`src/rtl/muldiv_if.sv`:
```
// Request/response bundle for the iterative multiply/divide unit.
interface muldiv_if;
    logic        start;
    logic [1:0]  op;
    logic [31:0] a;
    logic [31:0] b;
    logic        hold;
    logic        flush;
    logic        busy;
    logic        done;
    logic [31:0] hi;
    logic [31:0] lo;
    logic        div_by_zero;

    modport master (
        output start, op, a, b, hold, flush,
        input  busy, done, hi, lo, div_by_zero
    );

    modport slave (
        input  start, op, a, b, hold, flush,
        output busy, done, hi, lo, div_by_zero
    );
endinterface

```
`src/rtl/muldiv_unit.sv`:
```
// Radix-2 iterative 32x32 multiply / restoring divide, 32 steps per operation.
// Divide hardware is present only when MULDIV_DIV_EN is defined.
module muldiv_unit (
    input  logic     clk,
    input  logic     reset,
    muldiv_if.slave  bus
);

    localparam logic [1:0] S_IDLE = 2'd0;
    localparam logic [1:0] S_CALC = 2'd1;
    localparam logic [1:0] S_DONE = 2'd2;

    logic [1:0]  state_q, state_d;
    logic [5:0]  cnt_q, cnt_d;
    logic        is_div_q, is_div_d;
    logic        neg_res_q, neg_res_d;
    logic [31:0] rem_q, rem_d;
    logic [31:0] quo_q, quo_d;
    logic [31:0] opd_q, opd_d;
    logic [31:0] hi_q, hi_d;
    logic [31:0] lo_q, lo_d;
    logic        dbz_q, dbz_d;
`ifdef MULDIV_DIV_EN
    logic        neg_rem_q, neg_rem_d;
    logic        bzero_q, bzero_d;
    logic [32:0] div_shift;
    logic [32:0] div_diff;
    logic        div_ge;
`endif

    logic [32:0] mul_sum;
    logic [31:0] rem_step, quo_step;
    logic [63:0] prod_abs, prod_fin;
    logic [31:0] res_hi, res_lo;
    logic        res_dbz;
    logic        sgn;
    logic [31:0] a_abs, b_abs;

    // Multiply keeps {rem, quo} as the shifting product with the multiplier in quo;
    // divide shifts the dividend out of quo while quotient bits shift in.
    always_comb begin
        mul_sum = {1'b0, rem_q} + {1'b0, (quo_q[0] ? opd_q : 32'd0)};
        rem_step = mul_sum[32:1];
        quo_step = {mul_sum[0], quo_q[31:1]};
`ifdef MULDIV_DIV_EN
        div_shift = {rem_q, quo_q[31]};
        div_diff  = div_shift - {1'b0, opd_q};
        div_ge    = div_shift >= {1'b0, opd_q};
        if (is_div_q) begin
            rem_step = div_ge ? div_diff[31:0] : div_shift[31:0];
            quo_step = {quo_q[30:0], div_ge};
        end
`else
        if (is_div_q) begin
            rem_step = rem_q;
            quo_step = quo_q;
        end
`endif
    end

    always_comb begin
        prod_abs = {rem_step, quo_step};
        prod_fin = neg_res_q ? (64'd0 - prod_abs) : prod_abs;
        res_hi   = prod_fin[63:32];
        res_lo   = prod_fin[31:0];
        res_dbz  = 1'b0;
        if (is_div_q) begin
`ifdef MULDIV_DIV_EN
            // With b==0 the remainder is |a|; restoring its sign yields the original a.
            res_hi  = neg_rem_q ? (32'd0 - rem_step) : rem_step;
            res_lo  = bzero_q ? 32'hFFFF_FFFF : (neg_res_q ? (32'd0 - quo_step) : quo_step);
            res_dbz = bzero_q;
`else
            res_hi  = 32'd0;
            res_lo  = 32'd0;
`endif
        end
    end

    always_comb begin
        sgn   = ~bus.op[0];
        a_abs = (sgn && bus.a[31]) ? (32'd0 - bus.a) : bus.a;
        b_abs = (sgn && bus.b[31]) ? (32'd0 - bus.b) : bus.b;

        state_d   = state_q;
        cnt_d     = cnt_q;
        is_div_d  = is_div_q;
        neg_res_d = neg_res_q;
        rem_d     = rem_q;
        quo_d     = quo_q;
        opd_d     = opd_q;
        hi_d      = hi_q;
        lo_d      = lo_q;
        dbz_d     = dbz_q;
`ifdef MULDIV_DIV_EN
        neg_rem_d = neg_rem_q;
        bzero_d   = bzero_q;
`endif

        if (bus.flush) begin
            state_d = S_IDLE;
            cnt_d   = 6'd0;
        end else if (!bus.hold) begin
            case (state_q)
                S_IDLE, S_DONE: begin
                    state_d = S_IDLE;
                    if (bus.start) begin
                        state_d   = S_CALC;
                        cnt_d     = 6'd0;
                        is_div_d  = bus.op[1];
                        neg_res_d = sgn & (bus.a[31] ^ bus.b[31]);
                        rem_d     = 32'd0;
                        quo_d     = bus.op[1] ? a_abs : b_abs;
                        opd_d     = bus.op[1] ? b_abs : a_abs;
                        dbz_d     = 1'b0;
`ifdef MULDIV_DIV_EN
                        neg_rem_d = sgn & bus.a[31];
                        bzero_d   = bus.op[1] & (bus.b == 32'd0);
`endif
                    end
                end
                S_CALC: begin
                    rem_d = rem_step;
                    quo_d = quo_step;
                    cnt_d = cnt_q + 6'd1;
                    if (cnt_q == 6'd31) begin
                        state_d = S_DONE;
                        hi_d    = res_hi;
                        lo_d    = res_lo;
                        dbz_d   = res_dbz;
                    end
                end
                default: state_d = S_IDLE;
            endcase
        end
    end

    always_ff @(posedge clk or posedge reset) begin
        if (reset) begin
            state_q   <= S_IDLE;
            cnt_q     <= 6'd0;
            is_div_q  <= 1'b0;
            neg_res_q <= 1'b0;
            rem_q     <= 32'd0;
            quo_q     <= 32'd0;
            opd_q     <= 32'd0;
            hi_q      <= 32'd0;
            lo_q      <= 32'd0;
            dbz_q     <= 1'b0;
`ifdef MULDIV_DIV_EN
            neg_rem_q <= 1'b0;
            bzero_q   <= 1'b0;
`endif
        end else begin
            state_q   <= state_d;
            cnt_q     <= cnt_d;
            is_div_q  <= is_div_d;
            neg_res_q <= neg_res_d;
            rem_q     <= rem_d;
            quo_q     <= quo_d;
            opd_q     <= opd_d;
            hi_q      <= hi_d;
            lo_q      <= lo_d;
            dbz_q     <= dbz_d;
`ifdef MULDIV_DIV_EN
            neg_rem_q <= neg_rem_d;
            bzero_q   <= bzero_d;
`endif
        end
    end

    assign bus.busy        = (state_q == S_CALC);
    assign bus.done        = (state_q == S_DONE);
    assign bus.hi          = hi_q;
    assign bus.lo          = lo_q;
    assign bus.div_by_zero = (state_q == S_DONE) & dbz_q;

endmodule

```
`src/flat_wrapper.sv`:
```
// flat-port wrapper written by rule: the top's interface ports become plain ports
module muldiv_unit_flat 
  (clk, reset, bus_start, bus_op, bus_a, bus_b, bus_hold, bus_flush, bus_busy, bus_done, bus_hi, bus_lo, bus_div_by_zero);
  muldiv_if bus_i ();
  input  logic clk;
  input  logic reset;
  input wire logic [$bits(bus_i.start)-1:0] bus_start;
  input wire logic [$bits(bus_i.op)-1:0] bus_op;
  input wire logic [$bits(bus_i.a)-1:0] bus_a;
  input wire logic [$bits(bus_i.b)-1:0] bus_b;
  input wire logic [$bits(bus_i.hold)-1:0] bus_hold;
  input wire logic [$bits(bus_i.flush)-1:0] bus_flush;
  output wire logic [$bits(bus_i.busy)-1:0] bus_busy;
  output wire logic [$bits(bus_i.done)-1:0] bus_done;
  output wire logic [$bits(bus_i.hi)-1:0] bus_hi;
  output wire logic [$bits(bus_i.lo)-1:0] bus_lo;
  output wire logic [$bits(bus_i.div_by_zero)-1:0] bus_div_by_zero;
  assign bus_i.start = bus_start;
  assign bus_i.op = bus_op;
  assign bus_i.a = bus_a;
  assign bus_i.b = bus_b;
  assign bus_i.hold = bus_hold;
  assign bus_i.flush = bus_flush;
  assign bus_busy = bus_i.busy;
  assign bus_done = bus_i.done;
  assign bus_hi = bus_i.hi;
  assign bus_lo = bus_i.lo;
  assign bus_div_by_zero = bus_i.div_by_zero;
  muldiv_unit u_core (.clk(clk), .reset(reset), .bus(bus_i));
endmodule
```
`config.mk`:
```
export PLATFORM = sky130hd
export DESIGN_NAME = muldiv_unit_flat
export DESIGN_NICKNAME = d
export VERILOG_FILES = /design/src/rtl/muldiv_if.sv /design/src/rtl/muldiv_unit.sv /design/src/flat_wrapper.sv
export SDC_FILE = /design/constraint.sdc
export NUM_CORES = 1
export LEC_CHECK = 0
export ABC_AREA = 1
export BUFFER_PORTS_ARGS = -buffer_cell sky130_fd_sc_hd__buf_2
export CAP_MARGIN = 10
export CORE_MARGIN = 1.5
export CORE_UTILIZATION = 30
export DETAILED_ROUTE_END_ITERATION = 7
export PLACE_DENSITY = 0.53
export SYNTH_ARGS = -nofsm -noshare
export SYNTH_HDL_FRONTEND = slang
export SYNTH_SLANG_ARGS = --single-unit
```
`constraint.sdc`:
```
create_clock -name clk -period 6.3 [get_ports clk]
set_clock_uncertainty 0.1 [all_clocks]
set_input_delay 0.315 -clock clk [delete_from_list [all_inputs] [get_ports clk]]
set_output_delay 0.315 -clock clk [all_outputs]
set_load 0.005 [all_outputs]
```
Yosys cells after proc, flatten, opt, wreduce, memory -nomap -nowiden --
Index checks and enable logic that the tools add are counted.
Storage, ports and cells: memory bits (writable) 0, bits in registers 171, bits in read-only memories 0, bits in latches 0, bits of input ports 71, output and inout bits 67, memories kept 0, word-level logic and storage cells 67
Operators by class: bitwise gates (word level) 6, multipliers 0, shift-type cells 0, muxes and demuxes 26, reductions and logical operators 12, div/mod/pow operators 0, order comparisons 0, equality and inequality tests 8, $add $sub $neg 5
Operator list (number):
- two-way mux 32 bit | 11
- one-hot mux 32 bit (2 select lines) | 2
- two-way mux 64 bit | 1
- subtractor 1 x 32 -> 32 bit, first input constant | 2
- subtractor 1 x 64 -> 64 bit, first input constant | 1
- adder 32 x 32 -> 33 bit | 1
- two-way mux 6 bit | 3
- one-hot mux 6 bit (2 select lines) | 1
- AND reduction 4 bit | 3
- adder 6 x 1 -> 6 bit, second input constant | 1
- == test 6 x 5 -> 1 bit, second input constant | 1
- two-way mux 2 bit | 3
- AND reduction 5 bit | 1
- inequality test 2 x 1 -> 1 bit, second input constant | 2
- one-hot mux 2 bit (2 select lines) | 1
- two-way mux 1 bit | 3
- inequality test 3 x 2 -> 1 bit, second input constant | 1
- inequality test 3 bit, second input constant | 1
- inverter 1 bit | 3
- AND reduction 3 bit | 1
- nonzero test 3 bit | 1
- bitwise AND 1 bit | 2
- == test 2 x 1 -> 1 bit, second input constant | 1
- == test 2 bit, second input constant | 1
- other kinds (8) | 9

Logic depth before layout (Yosys ltp) --
Gate-level depths: netlist of run 1.
depth in word-level cells 6, depth in mapped cells 28, depth with buffers taken out 26

Worst setup path after synthesis of run 1 --
Ideal clock, no wire load.
path type reg2reg, from register u_core.quo_q[0], to register u_core.hi_q[19], in the netlist u_core.bus.hi[19], buffers on the path 2, slack 3.232 ns, arrival 2.850 ns, stages on the path, launching flop included 24, clock period less this slack 3.068 ns, library setup time 0.117 ns, data required time 6.083 ns, cell sequence dfrtp_1 clkbuf_1 clkbuf_1 nand2_1 inv_1 ha_1 fa_1 nand2_1 inv_1 nand2_1 nand2_1 nand2_1 nand2_1 nand3_1 nand3b_1 nand3_1 nand2_1 nor2_1 nand2_1 nor2_1 a21oi_1 or2_0 nand3_1 nand2_1
On the way: longest elaborated chain between the ends 6, elaborated cells on any way between the ends 7, classes of those cells add/sub (2); mux (5)
RTL lines:
- start, declared | line muldiv_unit.sv:18 | logic [31:0] quo_q, quo_d;
- start signal, assigned | line muldiv_unit.sv:160 | quo_q <= quo_d;
- two-way mux 32 bit | line muldiv_unit.sv:42 | mul_sum = {1'b0, rem_q} + {1'b0, (quo_q[0] ? opd_q : 32'd0)};
- adder 32 x 32 -> 33 bit | line muldiv_unit.sv:42
- two-way mux 32 bit | line muldiv_unit.sv:54 | if (is_div_q) begin
- subtractor 1 x 64 -> 64 bit | line muldiv_unit.sv:63 | prod_fin = neg_res_q ? (64'd0 - prod_abs) : prod_abs;
- two-way mux 64 bit * | line muldiv_unit.sv:63
- two-way mux 32 bit * | line muldiv_unit.sv:67 | if (is_div_q) begin
- end signal, assigned | line muldiv_unit.sv:162 | hi_q <= hi_d;
- end, declared | line muldiv_unit.sv:20 | logic [31:0] hi_q, hi_d;
Mark *: on every way between the ends. The rest lies on a longest branch, timed or not. A chain may end at the register's enable or synchronous reset.

Worst setup path after layout of run 1 --
from register u_core.is_div_q, to register u_core.hi_q[30], in the netlist u_core.bus.hi[30]
On the way: longest elaborated chain between the ends 4, elaborated cells on any way between the ends 5, classes of those cells add/sub (1); mux (4)
RTL lines:
- start, declared | line muldiv_unit.sv:15 | logic is_div_q, is_div_d;
- start signal, assigned | line muldiv_unit.sv:157 | is_div_q <= is_div_d;
- two-way mux 32 bit | line muldiv_unit.sv:54
- subtractor 1 x 64 -> 64 bit | line muldiv_unit.sv:63
- two-way mux 64 bit | line muldiv_unit.sv:63
- two-way mux 32 bit * | line muldiv_unit.sv:67
Marks and branches as above.

==> results.md, run 1 <==
- PD cells: 262 nW/µm²
- Data arrival, critical path: a little over 4 ns
- DR iter-0 viols: 1010
- Setup slack, reg-to-reg: 2.47 ns
- Clock Sinks: 170
- Worst-path maximum fanout: 56
- Initial antenna violation count: 2
- FF+latch count, synth: 170
- CP required: 6.55 ns
- Post_cts resized: 0
- Setup TNS: 0 ns
- Worst setup SP type: flop
- Most frequent cell after synthesis: nand2_1
- Drt drc: 20
- Largest net degree at the start of global routing: 76
- Min-delay src: bus_a[0]
- Synth area leaders: dfrtp_1 30%, nand2_1 19%, inv_1 9.0%
- Die height: between 200 and 250 µm
- Area grow syn2layout: 12.7%
- Final Cell Area: 16000 µm²
- Hold Path Depth: 2
- Worst hold margin: between 0.09 and 0.1 ns
- P_int: around 2.4 mW
- Worst R2R Start: u_core.is_div_q
- Total wire length: 53.2 mm
- Post-route ant nets: 0
- Initial Util: 30.5%
- CTS max path bufs: 2
- TritonCTS Buffers: 17
- Outcome: complete, but fails checks
- Vias in the first global route: ~15000
- Total GRT Usage: roughly 22%
- First-pass GRT wire length: between 80 and 90 mm
- Placed cell areas: 15400 µm²
- Gpl congestion: 0.988
- Total core area: 46700 µm²
- Rows: 79
- I/O pins: 138
- Sw Pwr: 1.81 mW
- Top cell type's share of synthesized area: 29.9%
- Net Sw Frac: 43.3%
- CTS tree: yes
- Hold Path Class: input pin to flop
- Clk pwr share: 26.4%
- Max Cap Violations: 0
- Die Width: 221 µm
- Commonest cells in the netlist: 732 x nand2_1, 342 x inv_1, 200 x nor2_1, 170 x dfrtp_1, 161 x nand3_1
- Worst R2R Path Depth: 19
- Critical path type: flop to flop
- Worst skew pair latency: 0.46 ns
- Mean routed wirelength per cell: 18.0 µm
- CTS Root Cell: clkbuf_16
- CTS Hold Bufs: 1
- Overflow after GRT: 0
- Final Max Slew Viols: 0
- Leading area contributor after synthesis: dfrtp_1
- Least-Margin Pin Slew: between 1 and 1.5 ns
- Crit path launch: u_core.is_div_q
- Fin crit share: ~60%
- YS warnings: 0
- Final hold violation count: 0
- Failing checks: design-rule violations
- Ys async rst share: 100%
- Min Tclk post-route: 3.83 ns
- Netlist Area Pre-Place: about 14000 µm²
- Number of setup buffers added after CTS: 0
- RR Endpoint: u_core.bus.hi[30]
- Yosys cell types: 56
- Share of cells above drive strength 1: 11.1%
- Hold Path End: u_core.quo_q[0]
- Die footprint: between 40000 and 50000 µm²
- Seq pwr share: 33.2%
- Syn_nets: 2357
- Peak VDD IR: 0.213 mV
- Fmax: 0.261 GHz
- Final HPWL DP: 42.7 mm
- Htree depth: 4
- Post-synthesis sequential area ratio: between 20 and 30%
- Nets: 2452
- Avg Synthesized Cell Area: 6.32 µm²
- Detailed-route via count: 14900
- Setup crit end kind: flop
- Drt pass-1 iters: 7
- Filler instances: around 5200
- Number of port buffers: 136
- Clock slew at reported path FFs: 0.07 ns
- Combinational power share: 40.4%
- P_leak: 8.63 nW
- Post-synth top flop: dfrtp_1
- Vias/cell: 5.01
- Setup violations, final: 0
- Mapped Cells: 2249
- Worst relative slew slack: between 30% and 40%
- RSZ-0062 raised after global routing: no
- Post-synth EDFFs: 0
- Pwr Total: 4.19 mW
[how the worst max path moves through the flow]
| stage | endpoint |
|---|---|
| 2_1_floorplan | u_core.bus.hi[0] |
| 3_3_place_gp | u_core.bus.hi[20] |
| 3_5_place_dp | u_core.bus.hi[20] |
| 4_1_cts | u_core.bus.hi[20] |
| 5_1_grt | u_core.bus.hi[30] |
| 6_report | u_core.bus.hi[30] |
[critical path, stage by stage, from the launching register on]
cell	delay (ns)
dfrtp_4	0.73
buf_4	0.60
nand2_1	0.14
o21ai_2	0.12
ha_1	0.21
nand3_1	0.10
nor2_2	0.21
nand4_4	0.17
nor2_2	0.21
nand3_1	0.14
nor2_1	0.15
nand2_1	0.09
nor2_1	0.12
nand2_1	0.11
nor2_1	0.12
nand3_1	0.14
nand2_1	0.09
nand2_1	0.05
nand3_1	0.06
nand2_1	0.05
[routing by layer]
layer,vias to the layer above,track usage (%),wire (µm)
met3,87,3.31,2540
met5,-,0,0
met4,0,8.15,1740
met1,6999,26.4,22000
li1,7357,-,-
met2,415,40.2,26900
[final cells by class]
cell class | instances | area, µm² | area share, %
tap | 607 | 759 | 4.74
inverter | 354 | 1340 | 8.34
clock buffer | 21 | 450 | 2.81
clock inverter | 10 | 145 | 0.906
antenna | 1 | 2.50 | 0.0156
timing repair buffer | 151 | 796 | 4.97
sequential | 170 | 4260 | 26.6
multi-input combinational | 1650 | 8270 | 51.6
[kinds of logic (layout without fill, tap and decap cells)]
group / Yosys count / in the layout / share of synthesized area [%]
flip-flops: 170 / 170 / 29.9
AO/OA/AOI/OAI: 319 / 319 / 13.8
XOR/XNOR: 77 / 77 / 4.75
other: 1 / 2 / 0.0264
buffers and inverters: 429 / 536 / 12.0
adder cells (fa/ha/maj): 37 / 37 / 3.31
AND/OR/NAND/NOR: 1216 / 1216 / 36.2
[state kept, by name (all words and copies together), names as in the netlist]
register / cells
u_core.bus.lo: 32
u_core.neg_res_q: 1
u_core.cnt_q: 6
u_core.rem_q: 32
u_core.is_div_q: 1
u_core.bus.hi: 32
u_core.state_q: 2
u_core.quo_q: 32
u_core.opd_q: 32
[power groups by stage]
stage | Clock (mW) | Combinational [mW] | Sequential [mW]
detailed placement | 0 | 1.69 | 1.41
CTS | 1.13 | 1.69 | 1.39
floorplan | 0 | 1.24 | 1.32
finish | 1.11 | 1.69 | 1.39
global route | 1.17 | 1.90 | 1.40
global placement | 0 | 1.68 | 1.41
[placed cells by master (no fill, tap or decap), types with 20 or more instances in the layout]
cell	n
a21oi_1	46
a22oi_1	25
buf_2	136
dfrtp_1	168
ha_1	36
inv_1	341
nand2_1	732
nand3_1	161
nand4_1	31
nor2_1	197
nor3_1	20
o21ai_0	139
xor2_1	63
[stage by stage]
stage	instances	util (%)	setup slack, ns
floorplan	2249	-	1.28
global placement	2931	33.0	2.53
detailed placement	2931	33.0	2.54
CTS	2963	34.3	2.52
global route	2963	34.3	1.99
finish	2964	34.3	2.47
(Power assumes the default switching activity.)
==> run 2: changes to the inputs <==
==> constraint.sdc (replaced) <==
create_clock -name clk -period 3.6 [get_ports clk]
set_clock_uncertainty 0.1 [all_clocks]
set_input_delay 0.18 -clock clk [delete_from_list [all_inputs] [get_ports clk]]
set_output_delay 0.18 -clock clk [all_outputs]
set_load 0.005 [all_outputs]
==> run 2 against run 1 <==
Compared with the run above: the run still ends with design-rule violations left; sequential cell count is the same; non-clock buffer count up 18; first-iteration DRC count grew 24%; die area is the same; critical endpoint is now u_core.bus.hi[22]; sequential power up 72%; fmax increased by 15%; global-route usage rose by 0.15 points; setup slack got worse by 2.2 ns; core utilization is 0.54 points higher; routed wire length grew 0.93%; via count increased by 0.29%; total power up 77%.
==> results.md, run 2 (synthesized netlist as in run 1, its figures left out) <==
- Die Width: 221 µm (unchanged)
- Max Cap Violations: 0 (unchanged)
- Die footprint: 48700 µm² (unchanged)
- Commonest non-fill, non-tap cell in the layout: nand2_1 (unchanged)
- Drt pass-1 iters: 8 (was 7)
- Crit path launch: u_core.quo_q[0] (was u_core.is_div_q)
- Detailed-route via count: 14900 (about the same)
- Worst setup SP type: flop (unchanged)
- CTS Root Cell: clkbuf_16 (unchanged)
- Combinational power share: 41.5% (was 40.4%)
- Clock Sinks: 170 (unchanged)
- Net Sw Frac: 44.1% (was 43.3%)
- Overflow after GRT: 0 (unchanged)
- Final HPWL DP: 42.5 mm (was 42.7 mm)
- Clk pwr share: 26.2% (was 26.4%)
- Least-Margin Pin Slew: 1.04 ns (was 1.03 ns)
- CTS max path bufs: 2 (unchanged)
- Setup violations, final: 0 (unchanged)
- Worst R2R Start: u_core.quo_q[0] (was u_core.is_div_q)
- Post-route ant nets: 0 (unchanged)
- Vias/cell: 5.00 (was 5.01)
- Placed cell areas: 15600 µm² (was 15400 µm²)
- Critical path type: flop to flop (unchanged)
- Final Cell Area: 16300 µm² (was 16000 µm²)
- Rows: 79 (unchanged)
- Mean routed wirelength per cell: 18.0 µm (about the same)
- DR iter-0 viols: 1254 (was 1010)
- Vias in the first global route: 14700 (was 14600)
- Initial antenna violation count: 1 (was 2)
- Worst-path maximum fanout: 34 (was 56)
- Sw Pwr: 3.28 mW (was 1.81 mW)
- Final Max Slew Viols: 0 (unchanged)
- Worst skew pair latency: 0.46 ns (about the same)
- Worst R2R Path Depth: 21 (was 19)
- P_leak: 8.74 nW (was 8.63 nW)
- Total wire length: 53.7 mm (was 53.2 mm)
- Number of port buffers: 136 (unchanged)
- Hold Path Class: input pin to flop (unchanged)
- Data arrival, critical path: 3.57 ns (was 4.07 ns)
- Clock slew at reported path FFs: 0.08 ns (was 0.07 ns)
- Wire length on met1: 23.2 mm (was 22.0 mm)
- First-pass GRT wire length: 82.7 mm (was 81.8 mm)
- Setup slack, reg-to-reg: 0.27 ns (was 2.47 ns)
- Failing checks: design-rule violations (unchanged)
- Min Tclk post-route: 3.33 ns (was 3.83 ns)
- Share of cells above drive strength 1: 12.8% (was 11.1%)
- Nets: 2470 (was 2452)
- Htree depth: 4 (unchanged)
- TritonCTS Buffers: 17 (unchanged)
- Fin crit share: 92.5% (was 60.8%)
- Final Util: 34.9% (was 34.3%)
- Met3 Wirelength: 2.19 mm (was 2.54 mm)
- Setup crit end kind: flop (unchanged)
- RR Endpoint: u_core.bus.hi[22] (was u_core.bus.hi[30])
- CTS tree: yes (unchanged)
- Worst relative slew slack: 30.4% (was 31.4%)
- PD cells: 457 nW/µm² (was 262 nW/µm²)
- Total GRT Usage: 22.4% (was 22.2%)
- Initial Util: 30.5% (unchanged)
- Seq pwr share: 32.2% (was 33.2%)
- Metal2 WL: 26.5 mm (was 26.9 mm)
- CP required: 3.84 ns (was 6.55 ns)
- Fmax: 0.300 GHz (was 0.261 GHz)
- P_int: 4.16 mW (was 2.38 mW)
- Final hold violation count: 0 (unchanged)
- Drt drc: 2 (was 20)
- Gpl congestion: 0.931 (was 0.988)
- Area grow syn2layout: 14.5% (was 12.7%)
- Die height: 221 µm (unchanged)
- Critical path endpoint: u_core.bus.hi[22] (was u_core.bus.hi[30])
- Total core area: 46700 µm² (unchanged)
- Top sig layer: met4 (unchanged)
- I/O pins: 138 (unchanged)
- Outcome: complete, but fails checks (unchanged)
- Most frequent cells in the layout: 728 x nand2_1, 340 x inv_1, 184 x nor2_1 (was 732 x nand2_1, 341 x inv_1, 197 x nor2_1)
- Largest net degree at the start of global routing: 170 (was 76)
- Peak VDD IR: 0.372 mV (was 0.213 mV)
## run 2: changes by cell type in the layout (fill, tap and decap cells not counted), sizes merged
cell         previous run  this run
clkinvlp                2         3
dlygate4sd3             1         4
clkbuf                 21        18
bufinv                  3         2
buf                   150       165
inv                   352       356
## run 2: routing by layer
metal	GRT usage, %	vias up
li1	-	7393
met5	0	-
met3	2.52	80
met1	27.8	6979
met2	39.6	449
met4	8.38	0
## run 2: layout make-up
cell class,count,area (µm²)
Fill cell,5232,30400
Multi-Input combinational cell,1650,8340
Antenna cell,1,2.50
Timing Repair Buffer,169,976
Clock inverter,14,164
Tap cell,607,759
Sequential cell,170,4260
Clock buffer,18,429
Inverter,354,1340
## run 2: timing repair
| action | 4_1_cts | 5_1_grt |
|---|---|---|
| endpoints found under the setup margin | 0 | 19 |
| hold buffers | 4 | 0 |
| setup buffers | 0 | 0 |
| gates resized for setup | 0 | 30 |
| endpoints found under the hold margin | 5 | 0 |
## run 2: how the worst min path moves through the flow
stage | startpoint | to | slack, ns | cells after the start
final | bus_flush | u_core.cnt_q[5] | 0.02 | 4
after global routing | bus_a[17] | u_core.opd_q[17] | 0.02 | 4
after CTS | bus_a[29] | u_core.opd_q[29] | 0.006 | 4
after detailed placement | reset | u_core.opd_q[13] | -0.03 | 2
after global placement | reset | u_core.opd_q[13] | -0.03 | 2
after floorplan | bus_a[0] | u_core.quo_q[0] | 0.22 | 1
## run 2: critical path, stage by stage, from the launching register on
cell,delay (ns)
dfrtp_1,0.40
buf_12,0.17
nand2_1,0.07
inv_1,0.09
ha_1,0.40
nand2_1,0.13
nor2_1,0.22
nand2_1,0.18
nor2_1,0.12
nand2_1,0.12
nand4_1,0.12
nand3_1,0.10
nand2_2,0.15
inv_1,0.07
nor2_1,0.09
nand2_1,0.09
o21ai_1,0.21
nand2_1,0.08
nand2_1,0.06
nand2_1,0.09
nand2_1,0.08
nand2_1,0.05
## run 2: power groups by stage
stage	sequential, mW	clock, mW	combinational [mW]
2_1_floorplan	2.30	0	2.17
3_3_place_gp	2.42	0	3.03
3_5_place_dp	2.42	0	3.04
4_1_cts	2.39	1.97	3.06
5_1_grt	2.41	2.05	3.45
6_report	2.39	1.95	3.09
## run 2: per-stage QoR
step	worst slack [ns]	power (mW)	TNS (ns)	std cells	hold WS, ns
floorplan	0.532	4.48	0	2249	0.221
global placement	0.0160	5.45	0	2946	-0.0333
detailed placement	0.0533	5.46	0	2946	-0.0346
CTS	0.0114	7.41	0	2982	0.00567
global route	-0.00269	7.92	-0.00269	2983	0.0207
finish	0.272	7.43	0	2983	0.0178
